$ cat config.mk
export PLATFORM = sky130hd
export DESIGN_NAME = vga_timing_gen
export DESIGN_NICKNAME = d
export VERILOG_FILES = /design/src/rtl/vga_pkg.sv /design/src/rtl/vga_axis_counter.sv /design/src/rtl/vga_timing_gen.sv
export SDC_FILE = /design/constraint.sdc
export NUM_CORES = 1
export LEC_CHECK = 0
export CORE_MARGIN = 2
export CORE_UTILIZATION = 41
export DETAILED_ROUTE_END_ITERATION = 16
export PLACE_DENSITY = 0.69
export SETUP_SLACK_MARGIN = 0.1
export SLEW_MARGIN = 20
export SYNTH_ARGS = -nofsm -noshare
export SYNTH_HDL_FRONTEND = slang
export SYNTH_SLANG_ARGS = --single-unit
$ cat constraint.sdc
create_clock -name clk -period 4.48 [get_ports clk]
set_input_delay 0.896 -clock clk [delete_from_list [all_inputs] [get_ports clk]]
set_output_delay 0.896 -clock clk [all_outputs]
set_load 0.1 [all_outputs]
$ cat src/rtl/vga_pkg.sv
// Shared types and constants for the VGA timing / test-pattern generator.
//   rgb332_t : packed {r[2:0], g[2:0], b[1:0]} pixel
//   mode_e   : pattern select (solid, checker, colour bars, external)
//   BAR_*    : colour-bar palette, BAR_TABLE indexed by bar number 0..7
//   VGA640_* : 640x480@60 default timing
package vga_pkg;

   typedef struct packed {
      logic [2:0] r;
      logic [2:0] g;
      logic [1:0] b;
   } rgb332_t;

   typedef enum logic [1:0] {
      MODE_SOLID   = 2'd0,
      MODE_CHECKER = 2'd1,
      MODE_BARS    = 2'd2,
      MODE_EXT     = 2'd3
   } mode_e;

   localparam logic [7:0] BAR_WHITE   = 8'hFF;
   localparam logic [7:0] BAR_YELLOW  = 8'hFC;
   localparam logic [7:0] BAR_CYAN    = 8'h1F;
   localparam logic [7:0] BAR_GREEN   = 8'h1C;
   localparam logic [7:0] BAR_MAGENTA = 8'hE3;
   localparam logic [7:0] BAR_RED     = 8'hE0;
   localparam logic [7:0] BAR_BLUE    = 8'h03;
   localparam logic [7:0] BAR_BLACK   = 8'h00;

   // Element [0] is the leftmost bar.
   localparam logic [7:0][7:0] BAR_TABLE = {BAR_BLACK, BAR_BLUE, BAR_RED, BAR_MAGENTA,
                                            BAR_GREEN, BAR_CYAN, BAR_YELLOW, BAR_WHITE};

   localparam int VGA640_H_VIS  = 640;
   localparam int VGA640_H_FP   = 16;
   localparam int VGA640_H_SYNC = 96;
   localparam int VGA640_H_BP   = 48;
   localparam int VGA640_V_VIS  = 480;
   localparam int VGA640_V_FP   = 10;
   localparam int VGA640_V_SYNC = 2;
   localparam int VGA640_V_BP   = 33;

endpackage

$ cat src/rtl/vga_axis_counter.sv
// Wrapping position counter for one display axis.
//   clk, rst_n : system clock, async active-low reset
//   inc        : advance by one this clk
//   cnt        : current position 0..TOTAL-1
//   wrap       : inc while at TOTAL-1 (counter returns to 0 on this edge)
module vga_axis_counter #(
   parameter int TOTAL = 800,
   parameter int W     = $clog2(TOTAL)
) (
   input  logic         clk,
   input  logic         rst_n,
   input  logic         inc,
   output logic [W-1:0] cnt,
   output logic         wrap
);

   localparam logic [W-1:0] LAST = W'(TOTAL - 1);

   logic [W-1:0] cnt_q, cnt_d;

   assign wrap = inc && (cnt_q == LAST);
   assign cnt  = cnt_q;

   always_comb begin
      cnt_d = cnt_q;
      if (wrap)     cnt_d = '0;
      else if (inc) cnt_d = cnt_q + W'(1);
   end

   always_ff @(posedge clk or negedge rst_n) begin
      if (!rst_n) cnt_q <= '0;
      else        cnt_q <= cnt_d;
   end

endmodule

$ cat src/rtl/vga_timing_gen.sv
// Parametrised VGA timing master and test-pattern generator.
//   clk, rst_n        : system clock, async active-low reset
//   mode, fg_rgb      : pattern select (frame-latched) and foreground colour
//   ext_rgb           : external pixel for the coordinate on x/y (mode 3)
//   pix_ce            : pixel-clock enable, one clk per CLK_DIV clks
//   x, y              : stage-0 fetch coordinates
//   hsync, vsync, de  : stage-1 registered timing, one pixel behind x/y
//   line_start, frame_start : one-clk strobes after the pix_ce edge at x==0 (and y==0)
//   vga_red/green/blue: stage-1 RGB 3:3:2, zero outside the visible area
module vga_timing_gen
   import vga_pkg::*;
#(
   parameter int CLK_DIV  = 4,
   parameter int H_VIS    = VGA640_H_VIS,
   parameter int H_FP     = VGA640_H_FP,
   parameter int H_SYNC   = VGA640_H_SYNC,
   parameter int H_BP     = VGA640_H_BP,
   parameter int V_VIS    = VGA640_V_VIS,
   parameter int V_FP     = VGA640_V_FP,
   parameter int V_SYNC   = VGA640_V_SYNC,
   parameter int V_BP     = VGA640_V_BP,
   parameter bit H_POL    = 1'b0,
   parameter bit V_POL    = 1'b0,
   parameter int CHK_LOG2 = 5,
   parameter int XW       = $clog2(H_VIS + H_FP + H_SYNC + H_BP),
   parameter int YW       = $clog2(V_VIS + V_FP + V_SYNC + V_BP)
) (
   input  logic          clk,
   input  logic          rst_n,
   input  logic [1:0]    mode,
   input  logic [7:0]    fg_rgb,
   input  logic [7:0]    ext_rgb,
   output logic          pix_ce,
   output logic [XW-1:0] x,
   output logic [YW-1:0] y,
   output logic          hsync,
   output logic          vsync,
   output logic          de,
   output logic          line_start,
   output logic          frame_start,
   output logic [2:0]    vga_red,
   output logic [2:0]    vga_green,
   output logic [1:0]    vga_blue
);

   localparam int H_TOTAL = H_VIS + H_FP + H_SYNC + H_BP;
   localparam int V_TOTAL = V_VIS + V_FP + V_SYNC + V_BP;
   localparam int DIVW    = (CLK_DIV > 1) ? $clog2(CLK_DIV) : 1;
   localparam int BAR_W   = H_VIS / 8;
   localparam logic [DIVW-1:0] DIV_LAST = DIVW'(CLK_DIV - 1);

   generate
      if ((H_VIS % 8) != 0) begin : g_bad_hvis
         $error("vga_timing_gen: H_VIS must be a multiple of 8");
      end
      if (CLK_DIV < 1) begin : g_bad_div
         $error("vga_timing_gen: CLK_DIV must be at least 1");
      end
   endgenerate

   logic [DIVW-1:0] div_q, div_d;
   logic            pix_ce_w;
   logic [XW-1:0]   x_w;
   logic [YW-1:0]   y_w;
   logic            h_wrap, v_wrap_unused;

   // With CLK_DIV=1 div_q stays 0 == DIV_LAST, so pix_ce is held high.
   assign pix_ce_w = (div_q == DIV_LAST);
   assign div_d    = pix_ce_w ? '0 : div_q + DIVW'(1);

   vga_axis_counter #(.TOTAL(H_TOTAL), .W(XW)) u_h_cnt (
      .clk(clk), .rst_n(rst_n), .inc(pix_ce_w), .cnt(x_w), .wrap(h_wrap)
   );

   vga_axis_counter #(.TOTAL(V_TOTAL), .W(YW)) u_v_cnt (
      .clk(clk), .rst_n(rst_n), .inc(h_wrap), .cnt(y_w), .wrap(v_wrap_unused)
   );

   logic    vis, h_in_sync, v_in_sync, at_origin, chk_bit;
   logic [2:0] bar_idx;
   logic [XW-1:0] x_sh;
   logic [YW-1:0] y_sh;
   mode_e   mode_eff;
   rgb332_t pat;

   mode_e   mode_q, mode_d;
   logic    de_q, de_d, hs_q, hs_d, vs_q, vs_d, ls_q, ls_d, fs_q, fs_d;
   rgb332_t rgb_q, rgb_d;

   always_comb begin
      vis       = (int'(x_w) < H_VIS) && (int'(y_w) < V_VIS);
      h_in_sync = (int'(x_w) >= H_VIS + H_FP) && (int'(x_w) < H_VIS + H_FP + H_SYNC);
      v_in_sync = (int'(y_w) >= V_VIS + V_FP) && (int'(y_w) < V_VIS + V_FP + V_SYNC);
      at_origin = (x_w == '0) && (y_w == '0);
      x_sh      = x_w >> CHK_LOG2;
      y_sh      = y_w >> CHK_LOG2;
      chk_bit   = x_sh[0] ^ y_sh[0];

      bar_idx = 3'd0;
      for (int i = 1; i < 8; i++) begin
         if (int'(x_w) >= i * BAR_W) bar_idx = 3'(i);
      end

      // The origin pixel is the first one of the new frame, so it already
      // uses the mode being latched on this edge.
      mode_eff = at_origin ? mode_e'(mode) : mode_q;

      pat = '0;
      case (mode_eff)
         MODE_SOLID:   pat = fg_rgb;
         MODE_CHECKER: pat = chk_bit ? rgb332_t'(fg_rgb) : rgb332_t'(8'h00);
         MODE_BARS:    pat = BAR_TABLE[bar_idx];
         MODE_EXT:     pat = ext_rgb;
         default:      pat = '0;
      endcase
   end

   always_comb begin
      mode_d = mode_q;
      de_d   = de_q;
      hs_d   = hs_q;
      vs_d   = vs_q;
      rgb_d  = rgb_q;
      if (pix_ce_w) begin
         de_d  = vis;
         hs_d  = h_in_sync ? H_POL : ~H_POL;
         vs_d  = v_in_sync ? V_POL : ~V_POL;
         rgb_d = vis ? pat : '0;
         if (at_origin) mode_d = mode_e'(mode);
      end
      // Strobes are re-evaluated every clk so they stay one clk wide.
      ls_d = pix_ce_w && (x_w == '0);
      fs_d = ls_d && (y_w == '0);
   end

   always_ff @(posedge clk or negedge rst_n) begin
      if (!rst_n) begin
         div_q  <= '0;
         mode_q <= MODE_SOLID;
         de_q   <= 1'b0;
         hs_q   <= ~H_POL;
         vs_q   <= ~V_POL;
         ls_q   <= 1'b0;
         fs_q   <= 1'b0;
         rgb_q  <= '0;
      end else begin
         div_q  <= div_d;
         mode_q <= mode_d;
         de_q   <= de_d;
         hs_q   <= hs_d;
         vs_q   <= vs_d;
         ls_q   <= ls_d;
         fs_q   <= fs_d;
         rgb_q  <= rgb_d;
      end
   end

   assign pix_ce      = pix_ce_w;
   assign x           = x_w;
   assign y           = y_w;
   assign hsync       = hs_q;
   assign vsync       = vs_q;
   assign de          = de_q;
   assign line_start  = ls_q;
   assign frame_start = fs_q;
   assign vga_red     = rgb_q.r;
   assign vga_green   = rgb_q.g;
   assign vga_blue    = rgb_q.b;

endmodule

## Word-level counts from Yosys, hierarchy flattened

Memories as Yosys holds them, arrays and structs flattened.
Cells that the tools add are included.

| word-level totals | value |
|---|---|
| memories kept | 1 |
| output and inout port bits | 34 |
| ROM bits | 64 |
| logic and storage cells | 69 |
| bits of input ports | 20 |
| register bits | 37 |

| operators by class | value |
|---|---|
| mux-type cells | 19 |
| bitwise logic cells | 1 |
| $add $sub $neg | 3 |
| order comparisons | 14 |
| equality and inequality tests | 6 |
| reductions and logical operators | 13 |

Memories:

| name | words | width | rd ports | clocked after memory_dff | write ports | RTL line | text |
|---|---|---|---|---|---|---|---|
| (no name shown) | 8 | 8 | 1 | 0 | 0 | vga_timing_gen.sv:112 | `MODE_BARS: pat = BAR_TABLE[bar_idx];` |

Operator list:

| operator | count |
|---|---|
| $ge A10 B9 Y1 const B | 4 |
| $mux W10 | 4 |
| $pmux W8 S4 | 1 |
| $mux W8 | 3 |
| $add A10 B1 Y10 const B | 2 |
| $eq A10 B10 Y1 const B | 2 |
| $ge A10 B10 Y1 const B | 2 |
| $ge A10 B8 Y1 const B | 2 |
| $logic_not A10 Y1 | 2 |
| $lt A10 B10 Y1 const B | 2 |
| $lt A10 B9 Y1 const B | 2 |
| $mux W3 | 4 |
| $ge A10 B7 Y1 const B | 1 |
| $logic_and A1 B1 Y1 | 8 |
| $mux W2 | 4 |
| $eq A2 B2 Y1 const B | 3 |
| $lt A3 B4 Y1 const B | 1 |
| $reduce_bool A2 Y1 | 2 |
| $mux W1 | 3 |
| $add A2 B1 Y2 const B | 1 |
| $eq A2 B1 Y1 const B | 1 |
| $logic_not A2 Y1 | 1 |
| $xor A1 B1 Y1 | 1 |

## Logic depth before layout (Yosys ltp)

Gate-level depths: netlist of run 1.

| logic depth | value |
|---|---|
| depth in word-level cells | 12 |
| depth in mapped cells | 9 |
| depth with buffers taken out | 8 |

## Cells and area by module

A second synthesis of run 1 with hierarchy kept.

| unflattened totals | value |
|---|---|
| cells, all modules | 231 |
| area total of the unflattened synthesis | 2194.6 µm² |

By module, submodules not included:

| module | times used | sequential area each (µm²) | cells each | area an instance (µm²) |
|---|---|---|---|---|
| vga_timing_gen | 1 | 427.9 | 129 | 1198.6 |
| vga_axis_counter at u_v_cnt | 1 | 250.2 | 53 | 499.2 |
| vga_axis_counter at u_h_cnt | 1 | 250.2 | 49 | 496.7 |

## Worst setup path after synthesis of run 1

OpenSTA, ideal clock, no wires.

| timing path | value |
|---|---|
| kind | reg2reg |
| start | reg div_q[0] |
| end | reg u_v_cnt.cnt_q[9] (netlist: u_v_cnt.cnt[9]) |
| buffers on the path | 1 |
| clock period less this slack | 3.171 ns |
| data required time | 4.349 ns |
| library setup time | 0.131 ns |
| cell stages (with the launch flop) | 9 |
| data arrival time | 3.039 ns |
| setup slack | 1.309 ns |
| cells stage by stage | dfrtp_1 ha_1 and3_4 nand4_2 or4_1 buf_2 or4_4 o221ai_1 o31ai_1 |

| between the ends | value |
|---|---|
| word-level cells in the longest chain between the ends | 4 |
| elaborated cells on any way between the ends | 5 |
| classes of those cells | eq/ne (1); mux (1); reduce/logical (3) |

Ends and longest elaborated chain:

| element | RTL line | text |
|---|---|---|
| start, declared | vga_timing_gen.sv:61 | `logic [DIVW-1:0] div_q, div_d;` |
| start signal, assigned | vga_timing_gen.sv:147 | `div_q <= div_d;` |
| $eq A2 B2 Y1 (*) | vga_timing_gen.sv:68 | `assign pix_ce_w = (div_q == DIV_LAST);` |
| via pix_ce | vga_timing_gen.sv:33 | `output logic pix_ce,` |
| $logic_and A1 B1 Y1 (*) | vga_axis_counter.sv:21 | `assign wrap = inc && (cnt_q == LAST);` |
| $logic_and A1 B1 Y1 | vga_axis_counter.sv:21 |  |
| $mux W10 / $reduce_bool A2 Y1 (equally long branches) | -- |  |
| end signal, assigned | vga_axis_counter.sv:32 | `else cnt_q <= cnt_d;` |
| end, declared | vga_axis_counter.sv:19 | `logic [W-1:0] cnt_q, cnt_d;` |

Mark *: on every way through the listed nets, which the timed path passes. The rest lies on a longest branch.
A chain may end at the register's enable or synchronous reset.

## Worst setup path after layout of run 1

| timing path | value |
|---|---|
| start | reg div_q[0] |
| end | out pix_ce |

| between the ends | value |
|---|---|
| word-level cells in the longest chain between the ends | 1 |

Ends and longest elaborated chain:

| element | RTL line |
|---|---|
| $eq A2 B2 Y1 | vga_timing_gen.sv:68 |
| end, declared | vga_timing_gen.sv:33 |

No other way between the ends.

==> impl_metrics.toml, run 1 <==
[critical_path]
r2r-start = "div_q[0]$_DFF_PN0_"
critical_path_class = "reg2out"
endpoint_kind = "output pin"
r2r_cells = 7
worst-path-stages = 2
path_delay_family = "buffers and inverters"
path_buf_inv = 1
worstPathRequired_ps = 3580
critPathLaunch = "div_q[0]$_DFF_PN0_"
cp_max_fo = 14
cpMaxStageDelayCell = "clkdlybuf4s50_1"
arrival_ps = 2300
path_cells = "ha_1 -> clkdlybuf4s50_1"
startpoint_type = "register"
slowest_delay_ps = 1220

[yosys]
synth_top_flop_cell = "dfrtp_1"
synth_top_family_by_area = "simple AND/OR/NAND/NOR gates"
synth.area.mux_share = 0.0106
syn-num-nets = 257
synthCells = 232
yosys.cell_types.count = 47
async_flop_share = 1.00
syn_area_um2 = 2120
synth-seq-cells = 37
yosysSeqAreaShare = 0.439
synth_compound_area_frac = 0.212
synthAdderAreaFrac = 0.0296
yosys.area_share.simple = 0.222
synth-xor-area-share = 0.0414
synth_edf_count = 0
avgSynthCellArea_um2 = 9.13
yosysWarnings = 0

[power]
ir_drop_v = 0.000139
p_per_area_nw_per_um2 = 248
finalPower_uw = 686
p_leak_nw = 1.10

[drt]
finalWirelength_um = 5220
vias = 1928
wl_per_cell_um = 14.9
drtIter0Drc = 99
viasPerCell = 5.49
dr.pass1.iters = 4
ant_nets = 0
drc_errors = 0

[clock_tree]
cts-root-buf = "clkbuf_8"
clk_pin_slew_ps = 70
cts.repair.resized = 0
htree_levels = 2
cts_tree = "built"
post_cts.repair.setup_buffers = 0
cts_buffers = 5
cts-hold-fix-buffers = 0
clock-sinks = 37
insertion_delay_ps = 290
clockBufferDepth = 2

[floorplan]
die_width_um = 75.9
fp.coreArea_um2 = 5040
dieArea_um2 = 5750
placementRows = 26
die_h_um = 75.9
initial_utilization = 0.420
io_pins = 54

[sta]
hold_violations = 0
relSlewSlack = 0.346
rsz0062_at_grt = "no"
final.period_utilization = 0.713
period_needed_ps = 3190
max_freq_ghz = 0.313
fin_skew_ps = 6.37
worstMarginPinSlew_ps = 977
fin_tns_setup_ps = 0
drv_slew = 0
setup_viol = 0

[placed_design]
gp_congestion = 0.791
io_buffers = 53
dpl_cell_area_um2 = 2690
dpl.hpwl_um = 3680

[global_route]
grt_use_total = 0.193
first_global_vias = 1791
grt_antenna_before_repair = 0
gr-total-overflow = 0
grt_pass1_wl_um = 8470
grt_max_degree = 38

[finish]
layout-drive-gt1-share = 0.0641
final_area_um2 = 2770
seqCellArea_um2 = 928
final_common_cell = "clkdlybuf4s50_1"
final_nets = 305
diodes = 0
utilization = 0.549
fillers = 456
synthToLayoutAreaGrowth_pct = 30.9
mostFrequentLayoutCells = "clkdlybuf4s50_1, dfrtp_1, nand2_1, o21ai_0, nor2_1"
multi_input_area_um2 = 1090

[min_path]
hold_start = "div_q[0]$_DFF_PN0_"
min_path_cells = 1
worstHoldPathType = "reg2reg"

[outcome]
status = "complete, no violations"

[run]
maxCapViolCount = 0
routing by layer:
metal	global-route usage	share of wire	wire [um]
met5	0	0	0
met4	0.0624	0.012	60
met3	0.0503	0.072	374
met2	0.301	0.44	2290
met1	0.263	0.48	2490
cell families after synthesis:
kind of cell | after synthesis
AO/OA/AOI/OAI | 65
adder cells (fa/ha/maj) | 5
multiplexers | 2
XOR/XNOR | 10
buffers and inverters | 25
AND/OR/NAND/NOR | 88
flip-flops | 37
where the power goes:
group / switching [mW] / internal (mW)
combinational: 0.0768 / 0.0376
sequential: 0.00425 / 0.342
clock: 0.118 / 0.108
total: 0.199 / 0.487
per-stage QoR:
stage               hold WS [ps]  worst slack [ps]  instances
floorplan                    403              1310        232
global placement             415              1650        343
detailed placement           420              1610        343
CTS                          433              1270        351
global route                 444              1210        351
finish                       428              1290        351
final timing paths:
| kind | endpoint | slack, ps |
|---|---|---|
| worst max register to register | u_v_cnt.cnt[9]$_DFFE_PN0P_ | 1640 |
| min in group asynchronous | frame_start$_DFF_PN0_ | 700 |
| worst min register to register | div_q[0]$_DFF_PN0_ | 430 |
| worst min-delay path | div_q[0]$_DFF_PN0_ | 430 |
| max in group asynchronous | vga_red[1]$_DFFE_PN0P_ | 3250 |
| worst max-delay path | pix_ce | 1290 |
synth_stat cells (2+ instances only):
| master | n | share of area |
|---|---|---|
| a311oi_1 | 2 | 0.0083 |
| dfstp_2 | 2 | 0.025 |
| a21boi_0 | 7 | 0.025 |
| nor2b_1 | 2 | 0.0059 |
| nor2_1 | 15 | 0.027 |
| dfrtp_1 | 35 | 0.41 |
| a21oi_1 | 6 | 0.014 |
| nand4_1 | 6 | 0.018 |
| nand2_1 | 26 | 0.046 |
| mux2_2 | 2 | 0.011 |
| o21bai_1 | 2 | 0.0071 |
| a32o_1 | 2 | 0.0095 |
| xnor2_1 | 7 | 0.029 |
| a31oi_1 | 4 | 0.012 |
| o31a_1 | 3 | 0.012 |
| o2bb2ai_1 | 2 | 0.0083 |
| nor3_1 | 4 | 0.0095 |
| a32oi_1 | 6 | 0.025 |
| o211ai_1 | 6 | 0.021 |
| inv_1 | 11 | 0.020 |
| o31ai_1 | 2 | 0.0071 |
| and3_1 | 4 | 0.012 |
| and4_1 | 4 | 0.017 |
| o21ai_0 | 18 | 0.043 |
| nor4_1 | 3 | 0.0089 |
| buf_2 | 4 | 0.0095 |
| nor4b_1 | 2 | 0.0083 |
| nand3_1 | 10 | 0.024 |
| clkbuf_1 | 10 | 0.018 |
| or3_1 | 2 | 0.0059 |
| ha_1 | 5 | 0.030 |
| xor2_1 | 3 | 0.012 |
cell type report:
type | instances | share of cell area
Clock buffer | 6 | 0.0262
Clock inverter | 2 | 0.00361
Inverter | 11 | 0.0149
Multi-Input combinational cell | 170 | 0.393
Sequential cell | 37 | 0.335
Tap cell | 70 | 0.0316
Timing Repair Buffer | 55 | 0.195
sequential cells by signal, summed over array words and instances, names as in the netlist:
name         flops
vga_red          3
vsync            1
div_q            2
mode_q           2
line_start       1
u_h_cnt.cnt     10
u_v_cnt.cnt     10
hsync            1
vga_blue         2
frame_start      1
vga_green        3
de               1
Power figures use the tool's default switching activity.
==> inputs of run 2 (changes only) <==
--- a/config.mk
+++ b/config.mk
@@ -8,7 +8,7 @@
 export CORE_MARGIN = 2
 export CORE_UTILIZATION = 41
 export DETAILED_ROUTE_END_ITERATION = 16
-export PLACE_DENSITY = 0.69
+export PLACE_DENSITY = 0.71
 export SETUP_SLACK_MARGIN = 0.1
 export SLEW_MARGIN = 20
 export SYNTH_ARGS = -nofsm -noshare
==> constraint.sdc (replaced) <==
create_clock -name clk -period 2.85 [get_ports clk]
set_input_delay 0.57 -clock clk [delete_from_list [all_inputs] [get_ports clk]]
set_output_delay 0.57 -clock clk [all_outputs]
set_load 0.1 [all_outputs]
==> run 2 against run 1 <==
  * Die area is the same
  * First-iteration DRC count is 45% lower
  * Worst setup slack lost 900 ps
  * Power increased by 74%
  * Clock power rose by 110%
  * Flip-flop and latch count is the same
  * Wire length grew 3.3%
  * Critical path type is now reg2reg
  * Critical endpoint is now vga_blue[1]$_DFFE_PN0P_
==> impl_metrics.toml, run 2 (synthesis results as in run 1) <==
[outcome]
status = "complete, no violations"

[min_path]
worstHoldPathType = "in2async"

[power]
ir_drop_v = 0.000189
p_per_area_nw_per_um2 = 426
p_leak_nw = 1.19

[critical_path]
path_cells = "nor3_1 -> nand4_1 -> or4b_1 -> o31a_1 -> a221o_1 -> a32o_1"
critical_path_class = "reg2reg"
slowest_delay_ps = 570
path_delay_family = "simple AND/OR/NAND/NOR gates"
arrival_ps = 2630
cpMaxStageDelayCell = "or4b_1"
cp_max_fo = 11
endpoint_kind = "register"
path_buf_inv = 0
critPathLaunch = "u_h_cnt.cnt[6]$_DFFE_PN0P_"
startpoint_type = "register"
worstPathRequired_ps = 3020
r2r-start = "u_h_cnt.cnt[6]$_DFFE_PN0P_"

[sta]
rsz0062_at_grt = "no"
final.period_utilization = 0.863
max_freq_ghz = 0.407
drv_slew = 0
fin_skew_ps = 9.50
relSlewSlack = 0.445
setup_viol = 0
timing.hold.ws_ps = 375
period_needed_ps = 2460
fin_tns_setup_ps = 0
hold_violations = 0
worstMarginPinSlew_ps = 833

[drt]
wl_per_cell_um = 15.1
finalWirelength_um = 5390
ant_nets = 0
drtIter0Drc = 54
viasPerCell = 5.44
dr.pass1.iters = 4
drc_errors = 0
vias = 1946

[clock_tree]
insertion_delay_ps = 290
clk_pin_slew_ps = 80
cts-root-buf = "clkbuf_8"
cts_tree = "built"
post_cts.repair.setup_buffers = 0
cts_buffers = 5
htree_levels = 2
clock-sinks = 37
clockBufferDepth = 2
cts-hold-fix-buffers = 0

[global_route]
grt_antenna_before_repair = 0
first_global_vias = 1809
grt_pass1_wl_um = 8760
gr-total-overflow = 0
grt_max_degree = 38
grt_use_total = 0.202

[floorplan]
dieArea_um2 = 5750
placementRows = 26
initial_utilization = 0.420
fp.coreArea_um2 = 5040
die_width_um = 75.9
io_pins = 54
die_h_um = 75.9

[finish]
diodes = 0
final_common_cell = "buf_4"
layout-drive-gt1-share = 0.243
final_nets = 312
mostFrequentLayoutCells = "buf_4, nand2_1, dfrtp_1, o21ai_0, clkdlybuf4s50_1"
synthToLayoutAreaGrowth_pct = 32.3

[placed_design]
io_buffers = 53
gp_congestion = 0.794
dpl.hpwl_um = 3860

[run]
maxCapViolCount = 0
## run 2: final timing paths
check	cells past startpoint	to	slack (ps)
worst min-delay path	1	frame_start$_DFF_PN0_	380
worst max register to register	6	vga_blue[1]$_DFFE_PN0P_	390
worst max-delay path	6	vga_blue[1]$_DFFE_PN0P_	390
min in group clk	1	de$_DFFE_PN0P_	480
worst min register to register	1	de$_DFFE_PN0P_	480
max in group asynchronous	1	u_h_cnt.cnt[6]$_DFFE_PN0P_	1890
## run 2: metrics by stage
step | instances | power, mW | worst slack [ps] | util | instance area [um2]
floorplan | 232 | 0.667 | 126 | - | 2140
global placement | 350 | 0.732 | 343 | 0.531 | 2680
detailed placement | 350 | 0.733 | 294 | 0.531 | 2680
CTS | 358 | 1.21 | 240 | 0.554 | 2800
global route | 358 | 1.23 | 166 | 0.556 | 2800
finish | 358 | 1.19 | 392 | 0.556 | 2800
## run 2: timing repair
action | 4_1_cts | 5_1_grt
hold endpoints to repair | 0 | 0
endpoints found under the setup margin | 0 | 8
resized for setup | 0 | 1
## run 2: layout make-up
| class | count | area, um2 |
|---|---|---|
| sequential | 37 | 940 |
| multi-input combinational | 170 | 1110 |
| tap | 70 | 87.6 |
| timing repair buffer | 62 | 508 |
| fill | 461 | 2240 |
| clock inverter | 1 | 30.0 |
| clock buffer | 7 | 86.3 |
| inverter | 11 | 41.3 |
## run 2: power breakdown
part	leakage (nW)	switching (mW)	internal, mW
logic	0.681	0.122	0.0560
clock network	0.0585	0.186	0.285
registers	0.454	0.00752	0.537
total	1.19	0.315	0.879
## run 2: metal layers
metal,vias to the layer above,wire length (um),GRT usage
met4,0,67,0.0604
met5,-,0,0
met1,932,2630,0.279
li1,962,-,-
met3,7,309,0.0503
met2,45,2380,0.314
